==> config.mk <==
export PLATFORM = sky130hd
export DESIGN_NAME = mem_arbiter
export DESIGN_NICKNAME = d
export VERILOG_FILES = /design/src/rtl/cpu_types_pkg.sv /design/src/rtl/arb_starve_counter.sv /design/src/rtl/mem_arbiter.sv
export SDC_FILE = /design/constraint.sdc
export NUM_CORES = 1
export LEC_CHECK = 0
export ABC_CLOCK_PERIOD_IN_PS = 4000
export CORE_AREA = 2 2 103 105
export CTS_CLUSTER_SIZE = 25
export DETAILED_ROUTE_END_ITERATION = 12
export DIE_AREA = 0 0 105 107
export GPL_TIMING_DRIVEN = 0
export PLACE_DENSITY = 0.7
export SLEW_MARGIN = 10
export SYNTH_ARGS = -nofsm -noshare
export SYNTH_HDL_FRONTEND = slang
export SYNTH_SLANG_ARGS = --single-unit
==> constraint.sdc <==
create_clock -name CLK -period 4 [get_ports CLK]
set_input_delay 0.4 -clock CLK [delete_from_list [all_inputs] [get_ports CLK]]
set_output_delay 0.4 -clock CLK [all_outputs]
set_load 0.01 [all_outputs]
==> src/rtl/cpu_types_pkg.sv <==
// Shared CPU types: word, RAM handshake state and the memory arbiter FSM state.
package cpu_types_pkg;
  typedef logic [31:0] word_t;

  typedef enum logic [1:0] {FREE, BUSY, ACCESS, ERROR} ramstate_t;

  typedef enum logic [1:0] {IDLE, IGRANT, DGRANT} arb_state_t;

  // dcache first, unless the icache has been held off long enough.
  function automatic arb_state_t arb_pick(input logic dreq, input logic ireq,
                                          input logic starved);
    if (dreq && !(ireq && starved)) return DGRANT;
    else if (ireq)                  return IGRANT;
    return IDLE;
  endfunction
endpackage

==> src/rtl/arb_starve_counter.sv <==
// Saturating count of dcache completions that overtook a pending icache read.
module arb_starve_counter #(
  parameter int MAX = 4
) (
  input  logic CLK,
  input  logic nRST,
  input  logic inc,
  input  logic clr,
  output logic sat
);
  localparam int W = $clog2(MAX + 1);

  logic [W-1:0] cnt, cnt_nxt;

  always_comb begin
    cnt_nxt = cnt;
    if (clr)                            cnt_nxt = '0;
    else if (inc && (cnt != W'(MAX)))   cnt_nxt = cnt + 1'b1;
  end

  always_ff @(posedge CLK, negedge nRST)
    if (!nRST) cnt <= '0;
    else       cnt <= cnt_nxt;

  // Look-ahead: the arbiter decides on the edge that performs this update,
  // so the icache wins right after the MAX-th overtaking completion.
  assign sat = (cnt_nxt == W'(MAX));
endmodule

==> src/rtl/mem_arbiter.sv <==
// Single RAM port shared by icache and dcache; dcache priority with a
// starvation bound on instruction fetch.
module mem_arbiter
  import cpu_types_pkg::*;
#(
  parameter int STARVE_LIMIT = 4
) (
  input  logic      CLK,
  input  logic      nRST,
  input  logic      iREN,
  input  word_t     iaddr,
  output logic      iwait,
  output word_t     iload,
  input  logic      dREN,
  input  logic      dWEN,
  input  word_t     daddr,
  input  word_t     dstore,
  output logic      dwait,
  output word_t     dload,
  output logic      ramREN,
  output logic      ramWEN,
  output word_t     ramaddr,
  output word_t     ramstore,
  input  word_t     ramload,
  input  ramstate_t ramstate
);
  arb_state_t state, nstate, pick;
  logic       dreq, icomp, dcomp, starved;

  assign dreq  = dREN | dWEN;
  assign icomp = (state == IGRANT) && iREN && (ramstate == ACCESS);
  assign dcomp = (state == DGRANT) && dreq && (ramstate == ACCESS);

  arb_starve_counter #(.MAX(STARVE_LIMIT)) u_starve (
    .CLK  (CLK),
    .nRST (nRST),
    .inc  (dcomp & iREN),
    .clr  (icomp | ~iREN),
    .sat  (starved)
  );

  assign pick = arb_pick(dreq, iREN, starved);

  always_ff @(posedge CLK, negedge nRST)
    if (!nRST) state <= IDLE;
    else       state <= nstate;

  // Re-arbitrate on completion or withdrawal; otherwise hold the grant
  // (BUSY/FREE/ERROR all just retry).
  always_comb begin
    nstate = state;
    case (state)
      IDLE:    nstate = pick;
      IGRANT:  if (!iREN || icomp) nstate = pick;
      DGRANT:  if (!dreq || dcomp) nstate = pick;
      default: nstate = IDLE;
    endcase
  end

  always_comb begin
    ramREN   = 1'b0;
    ramWEN   = 1'b0;
    ramaddr  = '0;
    ramstore = '0;
    iwait    = 1'b1;
    dwait    = 1'b1;
    iload    = '0;
    dload    = '0;
    case (state)
      IGRANT: begin
        ramREN  = iREN;
        ramaddr = iaddr;
        if (icomp) begin
          iwait = 1'b0;
          iload = ramload;
        end
      end
      DGRANT: begin
        ramWEN   = dWEN;
        ramREN   = dREN & ~dWEN;
        ramaddr  = daddr;
        ramstore = dstore;
        if (dcomp) begin
          dwait = 1'b0;
          dload = ramload;
        end
      end
      default: ;
    endcase
  end
endmodule

# Word level (Yosys, flattened, before mapping)
# Index checks and enable logic that the tools add are counted.
[totals]
output_inout_bits = 132
input_bits = 135
elab_cells = 52
regBits = 5
[classes]
eq_ne = 7
n_bitwise = 6
addsub = 1
n_reduce_logical = 14
muxes = 22
[ops]
columns = ["op", "n"]
rows = [
  ["$mux W32", 5],
  ["$pmux W32 S2", 1],
  ["$mux W2", 5],
  ["$logic_and A1 B1 Y1", 7],
  ["$mux W1", 7],
  ["$mux W3", 2],
  ["$pmux W2 S3", 1],
  ["$eq A2 B2 Y1 const B", 2],
  ["$ne A2 B1 Y1 const B", 2],
  ["$add A3 B1 Y3 const B", 1],
  ["$eq A3 B3 Y1 const B", 1],
  ["$logic_not A1 Y1", 3],
  ["$ne A3 B3 Y1 const B", 1],
  ["$and A1 B1 Y1", 2],
  ["$eq A2 B1 Y1 const B", 1],
  ["$logic_not A2 Y1", 1],
  ["$logic_or A1 B1 Y1", 2],
  ["$not A1 Y1", 2],
  ["$or A1 B1 Y1", 2],
  ["$pmux W1 S2", 1],
  ["$reduce_and A2 Y1", 1],
]

# Logic depth before layout (Yosys ltp)
[logic_depth]
depth_word = 15
ltp_mapped = 8
depth_no_buf = 6

# Hierarchy
# Synthesis repeated with hierarchy kept, for this count alone.
[unflattened]
hier_cells = 225
area_unflattened_um2 = 1525.2
[by_module_without_submodules]
columns = ["mod", "seq_area_each_um2", "area_each_um2", "n_inst", "cells_each"]
rows = [
  ["mem_arbiter", 50.0, 1330.0, 1, 207],
  ["arb_starve_counter", 75.1, 195.2, 1, 18],
]

# Worst setup path before layout
# OpenSTA, ideal clock, no wires.
[synth_timing]
kind = "register to output"
startpoint = "reg state[0]"
endpoint = "out ramaddr[18]"
required_ps = 3600
arrival_time_ps = 1517
path_stages_with_launch = 8
setup_slack_ps = 2083
path_buffers = 3
cell_sequence = "dfrtp_1 > inv_1 > ha_1 > buf_6 > clkbuf_1 > clkbuf_1 > a22oi_1 > nor2_1"
[synth_between]
elab_chain_len = 2
word_cells_on_any_way = 3
classes_between = "eq/ne: 2; mux: 1"
[synth_lines]
columns = ["element", "line", "source"]
rows = [
  ["start: declaration", "mem_arbiter.sv:27", "arb_state_t state, nstate, pick;"],
  ["start signal: assignment", "mem_arbiter.sv:46", "else state <= nstate;"],
  ["$eq A2 B2 Y1 / $eq A2 B1 Y1 (equally long branches)", "mem_arbiter.sv:69", "case (state)"],
  ["$pmux W32 S2 (*)", "mem_arbiter.sv:69", ""],
  ["end: declaration", "mem_arbiter.sv:22", "output word_t ramaddr,"],
]
# Mark *: on every way between the ends. The rest lies on a longest branch, timed or not.

# Final worst setup path
[layout_timing]
startpoint = "reg state[1]"
endpoint = "out iload[9]"
[layout_between]
elab_chain_len = 5
[layout_lines]
columns = ["element", "line", "source"]
rows = [
  ["$eq A2 B1 Y1 (*)", "mem_arbiter.sv:31, mem_arbiter.sv:69", ""],
  ["$logic_and A1 B1 Y1 (2 in a row)", "mem_arbiter.sv:31", "assign icomp = (state == IGRANT) && iREN && (ramstate == ACCESS);"],
  ["$mux W32", "mem_arbiter.sv:73", "if (icomp) begin"],
  ["$mux W32 (*)", "mem_arbiter.sv:69", ""],
  ["end: declaration", "mem_arbiter.sv:13", "output word_t iload,"],
]
# Marks and branches as above.

==> run_results.csv <==
group,metric,value,unit
final_layout,stdcell_area,4390,um2
sta,max-slew-margin-rel,0.659,
detailed_routing,routed.top_layer,"met4",
global_route,grt_pass1_wl,14000,um
setup_path,path_class,"register to output port",
detailed_routing,drt_drc_violations_left,0,
setup_path,r2r_end,"state[0]",
clock_tree,cts_sinks,5,
clock_tree,hold_buffers,0,
worst_hold_path,worst_hold_path_type,"input pin to async pin",
power_and_ir_drop,p_per_area,387,nW/um2
power_and_ir_drop,p_leak,0.00174,uW
setup_path,worst-path-max-fanout,10,
detailed_routing,wl_met3,581,um
final_layout,nFillCells,1038,
job,maxCapViolations,0,
setup_path,required,3.60,ns
power_and_ir_drop,finalPower,1700,uW
detailed_routing,wl_met1,4000,um
floorplanning,dieHeight,107,um
setup_path,cp_slowest_cell,"clkdlybuf4s50_1",
logic_synthesis,avgSynthCellArea,6.42,um2
sta,tns,0,ns
sta,max_freq,312,MHz
logic_synthesis,ys_types,32,
final_layout,antennaDiodeCount,0,
clock_tree,path_clk_slew,0.04,ns
detailed_routing,antenna_left,0,
clock_tree,cts-resized-gates,0,
floorplanning,start_util,0.150,
logic_synthesis,yosys.area.top_type_share,0.268,
global_route,gr-total-overflow,0,
logic_synthesis,ys_warn_count,0,
clock_tree,clkLatencyLatePin,0.23,ns
sta,tightest_slew,0.511,ns
sta,hold_viol_final,0,
floorplanning,coreArea,10100,um2
sta,rsz0062_at_grt,"false",
placement,place_hpwl,8230,um
detailed_routing,wl_met2,4940,um
detailed_routing,drtPass1Iterations,4,
clock_tree,root_buffer,"clkbuf_8",
setup_path,path_cells,"inv_1 -> ha_1 -> clkbuf_1 -> nand2_1 -> nor2_1 -> clkbuf_1 -> and2_1 -> clkdlybuf4s50_1",
global_route,grt_max_degree,11,
detailed_routing,wirelength,9630,um
setup_path,end_kind,"output port",
floorplanning,rows,37,
setup_path,cpMostUsedCell,"clkbuf_1",
clock_tree,cts.htree.levels,1,
logic_synthesis,syn_nets,376,
logic_synthesis,synthCells,236,
run_status,status,"finished clean",
floorplanning,ios,267,
clock_tree,cts_buffer_depth,2,
sta,final_max_slew_viol_count,0,
setup_path,critPathLaunch,"state[1]",
logic_synthesis,yosys-top-cells-area,"and2_1, a22oi_1, and3_1",
placement,dpl_cell_area,4350,um2
clock_tree,cts_setup_buffers,0,
setup_path,start_kind,"register",
final_layout,final_common_cell,"clkdlybuf4s50_1",
setup_path,r2r_cells,8,
logic_synthesis,synth_area,1520,um2
clock_tree,numCtsBuffers,3,
final_layout,nNetsFinal,647,
sta,setup_violations,0,
logic_synthesis,yosys.area.top_type,"and2_1",
sta,clock-skew-final,0.000949,ns
floorplanning,die_width,105,um
power_and_ir_drop,vdd_drop_max,236,uV
detailed_routing,vias,2727,
logic_synthesis,ys_ff_latch,5,
setup_path,rrSetupSlack,2.06,ns
detailed_routing,post_drt_via_cell_ratio,4.25,
placement,port_buffers,266,
setup_path,r2r_start,"state[0]",
final_layout,final_layout_size_suffix_gt1_frac,0.0198,
sta,hold_ws,0.415,ns
clock_tree,cts_tree,"done",
logic_synthesis,ys_seq_area_frac,0.0826,
detailed_routing,wl_per_cell,15.0,um
detailed_routing,drt-initial-drc-count,128,
final_layout,final_cell_mix,"clkdlybuf4s50_1, and2_1, nor2_1, a22oi_1, and3_1",
setup_path,crit_arrival,2.80,ns
setup_path,slowest_delay,0.57,ns
placement,gp_congestion,0.855,
final_layout,area_delta_synth_final,190,%
global_route,antenna_found_initial,0,
sta,fin_crit_sh,0.800,
final_layout,final_cells,642,
global_route,grt_pass1_vias,2556,
floorplanning,die_area,11200,um2
placement,dp_cells,638,
global_route,grt.total_usage,0.155,
sta,min_period,3.20,ns
state kept, by name, indices dropped and copies added (netlist names):
name,count
u_starve.cnt,3
state,2
synth_stat cells, drive strengths merged:
cell type	instances
and3	32
nand3b	1
o31a	1
nand2b	1
o21ai	3
a2111oi	1
nand2	3
a31oi	1
nor3	2
clkbuf	24
ha	5
xnor2	1
buf	3
a21boi	1
inv	7
o21a	1
nand4b	1
a32o	1
nor2	36
a311o	1
a22oi	32
nand3	1
nand4	1
mux2i	1
a21oi	2
and2	65
dfrtp	5
o41ai	1
and2b	2
metrics by stage:
step	worst slack [ns]	utilization
6_report	0.800	0.435
5_1_grt	0.515	0.435
4_1_cts	0.721	0.435
3_5_place_dp	0.944	0.431
3_3_place_gp	1.00	0.431
2_1_floorplan	2.08	-
cell type report:
cell class / count / area (um2) / share of cell area
buffer: 27 / 111 / 0.0253
clock buffer: 4 / 45.0 / 0.0103
inverter: 7 / 26.3 / 0.00598
multi-input combinational: 197 / 1250 / 0.285
sequential: 5 / 125 / 0.0285
tap: 136 / 170 / 0.0387
timing repair buffer: 266 / 2660 / 0.606
cells by family (layout without fill, tap and decap cells):
group / Yosys count / count (layout) / synth area share
and+or+nand+nor: 145 / 145 / 0.539
AOI/OAI and AO/OA: 45 / 45 / 0.234
buffers and inverters: 34 / 304 / 0.0908
adders and majority gates: 5 / 5 / 0.0413
DFF: 5 / 5 / 0.0826
xor gates and xnor gates: 1 / 1 / 0.00578
muxes: 1 / 1 / 0.00661
power by group:
part / leakage (uW) / internal, uW / switching [uW]
Combinational: 0.00165 / 816 / 717
Clock: 0.0000228 / 68.8 / 29.0
Sequential: 0.0000663 / 60.1 / 11.2
critical path, delay by kind of cell, from the launching register on:
kind          cells  cell delay [ns]
simple gates      3             0.75
flops             1             0.41
fa+ha+maj         1             0.14
buf+inv           4             1.25
layer usage:
metal,global-route usage,up-vias
met1,0.185,1245
met2,0.282,123
met4,0.0429,0
li1,-,1353
met5,0,-
met3,0.0292,6
worst max-delay path by stage:
stage               slack [ns]     endpoint
CTS                       0.72    iload[10]
floorplan                 2.08  ramaddr[18]
finish                    0.80     iload[9]
detailed placement        0.94    iload[10]
global route              0.51     iload[9]
global placement          1.00    iload[10]
Note: power is estimated with default switching activity, not from simulation.
==> edit 1 (config.mk and constraints unchanged) <==
Make the reset (`nRST`) synchronous in 2 clocked blocks.
--- a/src/rtl/arb_starve_counter.sv
+++ b/src/rtl/arb_starve_counter.sv
@@ -19,5 +19,5 @@
   end
 
-  always_ff @(posedge CLK, negedge nRST)
+  always_ff @(posedge CLK)
     if (!nRST) cnt <= '0;
     else       cnt <= cnt_nxt;
--- a/src/rtl/mem_arbiter.sv
+++ b/src/rtl/mem_arbiter.sv
@@ -42,5 +42,5 @@
   assign pick = arb_pick(dreq, iREN, starved);
 
-  always_ff @(posedge CLK, negedge nRST)
+  always_ff @(posedge CLK)
     if (!nRST) state <= IDLE;
     else       state <= nstate;
Check against the original RTL: differs if nRST is asserted again (counterexample within 4 cycles, from zero or initial values and one cycle with nRST low); with nRST held inactive, the same outputs for 10 cycles.
==> edit 1 against the original RTL <==
- synthesized area is 4.1% higher
- final cell count is 1.9% higher
- design area up 1.2%
- routed wire length grew 3.6%
- worst setup slack better by 0.094 ns
- clock skew is essentially flat
- non-clock buffer count is 1 lower
- sequential cell count unchanged
- critical path type unchanged
- critical endpoint is now iload[26]
Power is left out: it rests on default switching activity, and per cell area and clock period it moved more than threefold.
==> edit 1: results (changes against the original RTL) <==
Status: complete, no violations (unchanged)
Synth top cells by count: 66 x and2_1, 36 x nor2_1, 33 x and3_1 (was 65 x and2_1, 36 x nor2_1, 32 x a22oi_1, 32 x and3_1, 24 x clkbuf_1)
Post-synth EDFFs: 0 (unchanged)
Worst endpoint data arrival time: 2.71 ns (was 2.80 ns)
Clk Tree Root Cell: clkbuf_8 (unchanged)
Final net count: 659 (was 647)
Post-CTS Resized: 0 (unchanged)
Routed len/inst: 15.3 um (was 15.0 um)
Routability cong.: 0.897 (was 0.855)
Synth Area in Compound Gates: 21.4% (was 23.4%)
# fillers: 1023 (was 1038)
Relative slew slack: 68.3% (was 65.9%)
First-pass GRT wire length: 15000 um (was 14000 um)
Total global-route track usage: 16.3% (was 15.5%)
Cts hold-fix bufs: 0 (unchanged)
Postcts setup bufs: 0 (unchanged)
Syn nets: 389 (was 376)
Clk Latency, worst-skew pair: 0.23 ns (about the same)
Detailed Routing Iterations Pass 1: 4 (unchanged)
Largest net degree at the start of global routing: 11 (unchanged)
Netlist cell types: 35 (was 32)
Share of layout cells above drive strength 1: 1.74% (was 1.98%)
Clk slew on worst S/H paths: 0.04 ns (about the same)
Cts bufs inserted: 3 (unchanged)
Ant diodes: 0 (unchanged)
Regs by FF count: u_starve.cnt (3), state (2) (unchanged)
CP max FO: 10 (unchanged)
Hold crit path type: reg -> reg (was in -> async)
Main synth FF type: dfxtp_1 (was dfrtp_1)
Detailed Route Iter0 Violations: 171 (was 128)
# H-tree levels: 1 (unchanged)
Adder-cell share of the synthesized area: 3.97% (was 4.13%)
Mux share of post-synthesis cell area: 0.634% (was 0.661%)
Ys async rst share: 0% (was 100%)
Sequential area share after synthesis: 6.34% (was 8.26%)
Placement Setup Slack: 1.03 ns (was 0.944 ns)
Initial antenna violation count: 0 (unchanged)
Worst Skew: 0.000613 ns (was 0.000949 ns)
Synth area leaders: and2_1 26%, a22oi_1 15%, and3_1 13%, nor2_1 8.6%, dfxtp_1 6.3% (was and2_1 27%, a22oi_1 16%, and3_1 13%, nor2_1 8.9%, dfrtp_1 8.3%)
DP Wirelength: 8450 um (was 8230 um)
Routed vias: 2830 (was 2727)
I/O Buffers: 265 (was 266)
Xor/xnor cell area share of the yosys netlist: 1.11% (was 0.578%)
edit 1: worst paths after layout:
kind,startpoint,to,slack (ns),cells past startpoint
max,state[0]$_SDFFE_PN0P_,iload[26],0.89,6
min,state[0]$_SDFFE_PN0P_,state[0]$_SDFFE_PN0P_,0.53,2
min reg2reg,state[0]$_SDFFE_PN0P_,state[0]$_SDFFE_PN0P_,0.53,2
max reg2reg,u_starve.cnt[0]$_SDFF_PN0_,state[1]$_SDFFE_PN0P_,2.04,6
edit 1: critical path, stage by stage (launching register included):
cell	delay, ns
dfxtp_1	0.38
ha_1	0.24
clkbuf_1	0.40
and3_1	0.38
clkbuf_1	0.35
and2_1	0.19
clkdlybuf4s50_1	0.54
edit 1: routing by layer:
| layer | track usage (%) | wire, um |
|---|---|---|
| met4 | 4.10 | 212 |
| met2 | 30.3 | 5120 |
| met5 | 0 | 0 |
| met3 | 4.01 | 659 |
| met1 | 18.6 | 3990 |
edit 1: kinds of logic after synthesis:
logic type | after synthesis
AO/OA/AOI/OAI | 47
AND/OR/NAND/NOR | 154
buffers and inverters | 35
multiplexers | 1
flip-flops | 5
XOR/XNOR | 2
adder cells (fa/ha/maj) | 5
edit 1: through the flow:
stage / std cells / util, % / area [sq um]
floorplan: 249 / - / 1580
CTS: 654 / 44.0 / 4450
global placement: 650 / 43.6 / 4400
global route: 654 / 44.0 / 4450
detailed placement: 650 / 43.6 / 4400
finish: 654 / 44.0 / 4450
edit 1: layout make-up:
cell class / count / area share, %
clock buffers: 4 / 1.01
multi-input cells: 209 / 29.9
plain buffers: 27 / 2.70
well taps: 136 / 3.83
flip-flops and latches: 5 / 2.25
inverters: 8 / 0.675
repair buffers: 265 / 59.7
==> edit 2 (same flow settings) <==
Made on the original files. `STARVE_LIMIT`: 4 -> 8.
--- a/src/rtl/mem_arbiter.sv
+++ b/src/rtl/mem_arbiter.sv
@@ -4,5 +4,5 @@
   import cpu_types_pkg::*;
 #(
-  parameter int STARVE_LIMIT = 4
+  parameter int STARVE_LIMIT = 8
 ) (
   input  logic      CLK,
Check against the original RTL: not equivalent (a bounded check fails within 10 cycles, from zero or initial values and one cycle with nRST low).
==> edit 2 against the original RTL <==
- design area up 1.1%
- clock skew is 0.0016 ns higher
- combinational power decreased by 25%
- routed wire length is 7.6% higher
- power down 23%
- sequential cell count grew 1
- worst setup slack better by 0.14 ns
- synthesized area up 3.3%
- critical path type is now in -> out
- critical endpoint is now iload[6]
- highest routed layer unchanged
==> edit 2: results (changes against the original RTL) <==
First-pass GRT wire length: 15100 um (was 14000 um)
Clk Latency, worst-skew pair: 0.22 ns
Initial antenna violation count: 0 (unchanged)
Routed WL: 10400 um (was 9630 um)
GR met3 Demand/Resource: 5.59% (was 2.92%)
Total global-route track usage: 16.8% (was 15.5%)
Max Root-Sink Buffers: 2 (unchanged)
# H-tree levels: 1 (unchanged)
Ys async rst share: 100% (unchanged)
Vias per Instance: 4.27 (was 4.25)
Sequential area share after synthesis: 9.59% (was 8.26%)
Routability cong.: 0.936 (was 0.855)
Worst endpoint data arrival time: 2.66 ns (was 2.80 ns)
Clk Tree Root Cell: clkbuf_8 (unchanged)
Hold crit path type: in -> async (unchanged)
Share of layout cells above drive strength 1: 2.55% (was 1.98%)
Relative slew slack: 67.5% (was 65.9%)
Clk slew on worst S/H paths: 0.04 ns (about the same)
Syn nets: 380 (was 376)
Status: complete, no violations (unchanged)
Yosys warns: 0 (unchanged)
Vias in the first global route: 2650 (was 2556)
Final net count: 651 (was 647)
Netlist cell types: 30 (was 32)
CP max FO: 10 (unchanged)
LEAKAGE: 1.79 nW (was 1.74 nW)
I/O Buffers: 266 (unchanged)
Post-CTS Resized: 0 (unchanged)
Post-place instance area: 4400 sq um (was 4350 sq um)
Synth top cells by count: 65 x and2_1, 41 x nor2_1, 32 x a22oi_1, 32 x and3_1, 23 x clkbuf_1 (was 65 x and2_1, 36 x nor2_1, 32 x a22oi_1, 32 x and3_1, 24 x clkbuf_1)
Ant diodes: 0 (unchanged)
VDD IR max: 0.125 mV (was 0.236 mV)
Postcts setup bufs: 0 (unchanged)
Detailed Routing Iterations Pass 1: 4 (unchanged)
Largest net degree at the start of global routing: 11 (unchanged)
Regs by FF count: u_starve.cnt (4), state (2) (was u_starve.cnt (3), state (2))
Max-slew violation count: 0 (unchanged)
Worst Skew: 0.00259 ns (was 0.000949 ns)
Cts bufs inserted: 3 (unchanged)
Synth area leaders: and2_1 26%, a22oi_1 15%, and3_1 13%, nor2_1 9.8%, dfrtp_1 9.6% (was and2_1 27%, a22oi_1 16%, and3_1 13%, nor2_1 8.9%, dfrtp_1 8.3%)
Met1 Track Usage GR: 20.5% (was 18.5%)
Met2 usage: 29.3% (was 28.2%)
Main synth FF type: dfrtp_1 (unchanged)
Detailed Route Iter0 Violations: 132 (was 128)
DP Wirelength: 8870 um (was 8230 um)
==> edit 2: final cells by class <==
cell class	instances	area [sq um]
inverter	6	22.5
clock buffer	3	41.3
buffer	25	103
timing repair buffer	266	2660
multi-input combinational	203	1290
sequential	6	150
tap	136	170
fill	1041	5650
==> edit 2: path summary, 6_finish.rpt <==
kind	start	end	slack, ns	cells past startpoint
setup / recovery	iREN	iload[6]	0.94	6
hold / removal	nRST	u_starve.cnt[1]$_DFF_PN0_	0.43	1
setup reg to reg	state[0]$_DFFE_PN0P_	state[0]$_DFFE_PN0P_	2.03	7
hold reg to reg	state[1]$_DFFE_PN0P_	state[1]$_DFFE_PN0P_	0.55	2
max in group asynchronous	nRST	state[1]$_DFFE_PN0P_	3.34	1
min in group CLK	state[1]$_DFFE_PN0P_	state[1]$_DFFE_PN0P_	0.55	2
==> edit 2: metal layers <==
metal  routed length [um]  share of wire [%]  up-vias
met3                  944                9.1       10
met2                 5150                 50      115
li1                     -                  -     1360
met1                 4130                 40     1271
met5                    0                  0        -
met4                  136                1.3        0
==> edit 2: logic make-up after synthesis <==
| kind of cell | count (synthesis) | share of synthesized area, % |
|---|---|---|
| mux | 3 | 2.16 |
| xor+xnor | 2 | 1.12 |
| simple gates | 154 | 55.6 |
| fa+ha+maj | 5 | 4.00 |
| buf+inv | 31 | 7.99 |
| flops | 6 | 9.59 |
| compound gates | 39 | 19.5 |
==> edit 2: critical path, stage by stage <==
cell and delay (ns):
clkdlybuf4s50_1 0.64, nand2_1 0.14, nor2_1 0.38, clkbuf_1 0.36, and2_1 0.18, clkdlybuf4s50_1 0.55
==> edit 2: power by group <==
part,switching [mW],leakage (nW),internal [mW]
Combinational,0.534,1.69,0.615
Clock,0.0246,0.0216,0.0645
Sequential,0.00698,0.0805,0.0674
Total,0.566,1.79,0.747
==> edit 2: stage by stage <==
step	cells	util (%)	worst slack, ns	total power, mW
floorplan	240	-	2.11	0.557
CTS	645	44.0	0.903	1.33
detailed placement	642	43.6	0.908	1.23
global route	645	44.0	0.778	1.41
global placement	642	43.6	0.900	1.23
finish	645	44.0	0.939	1.31
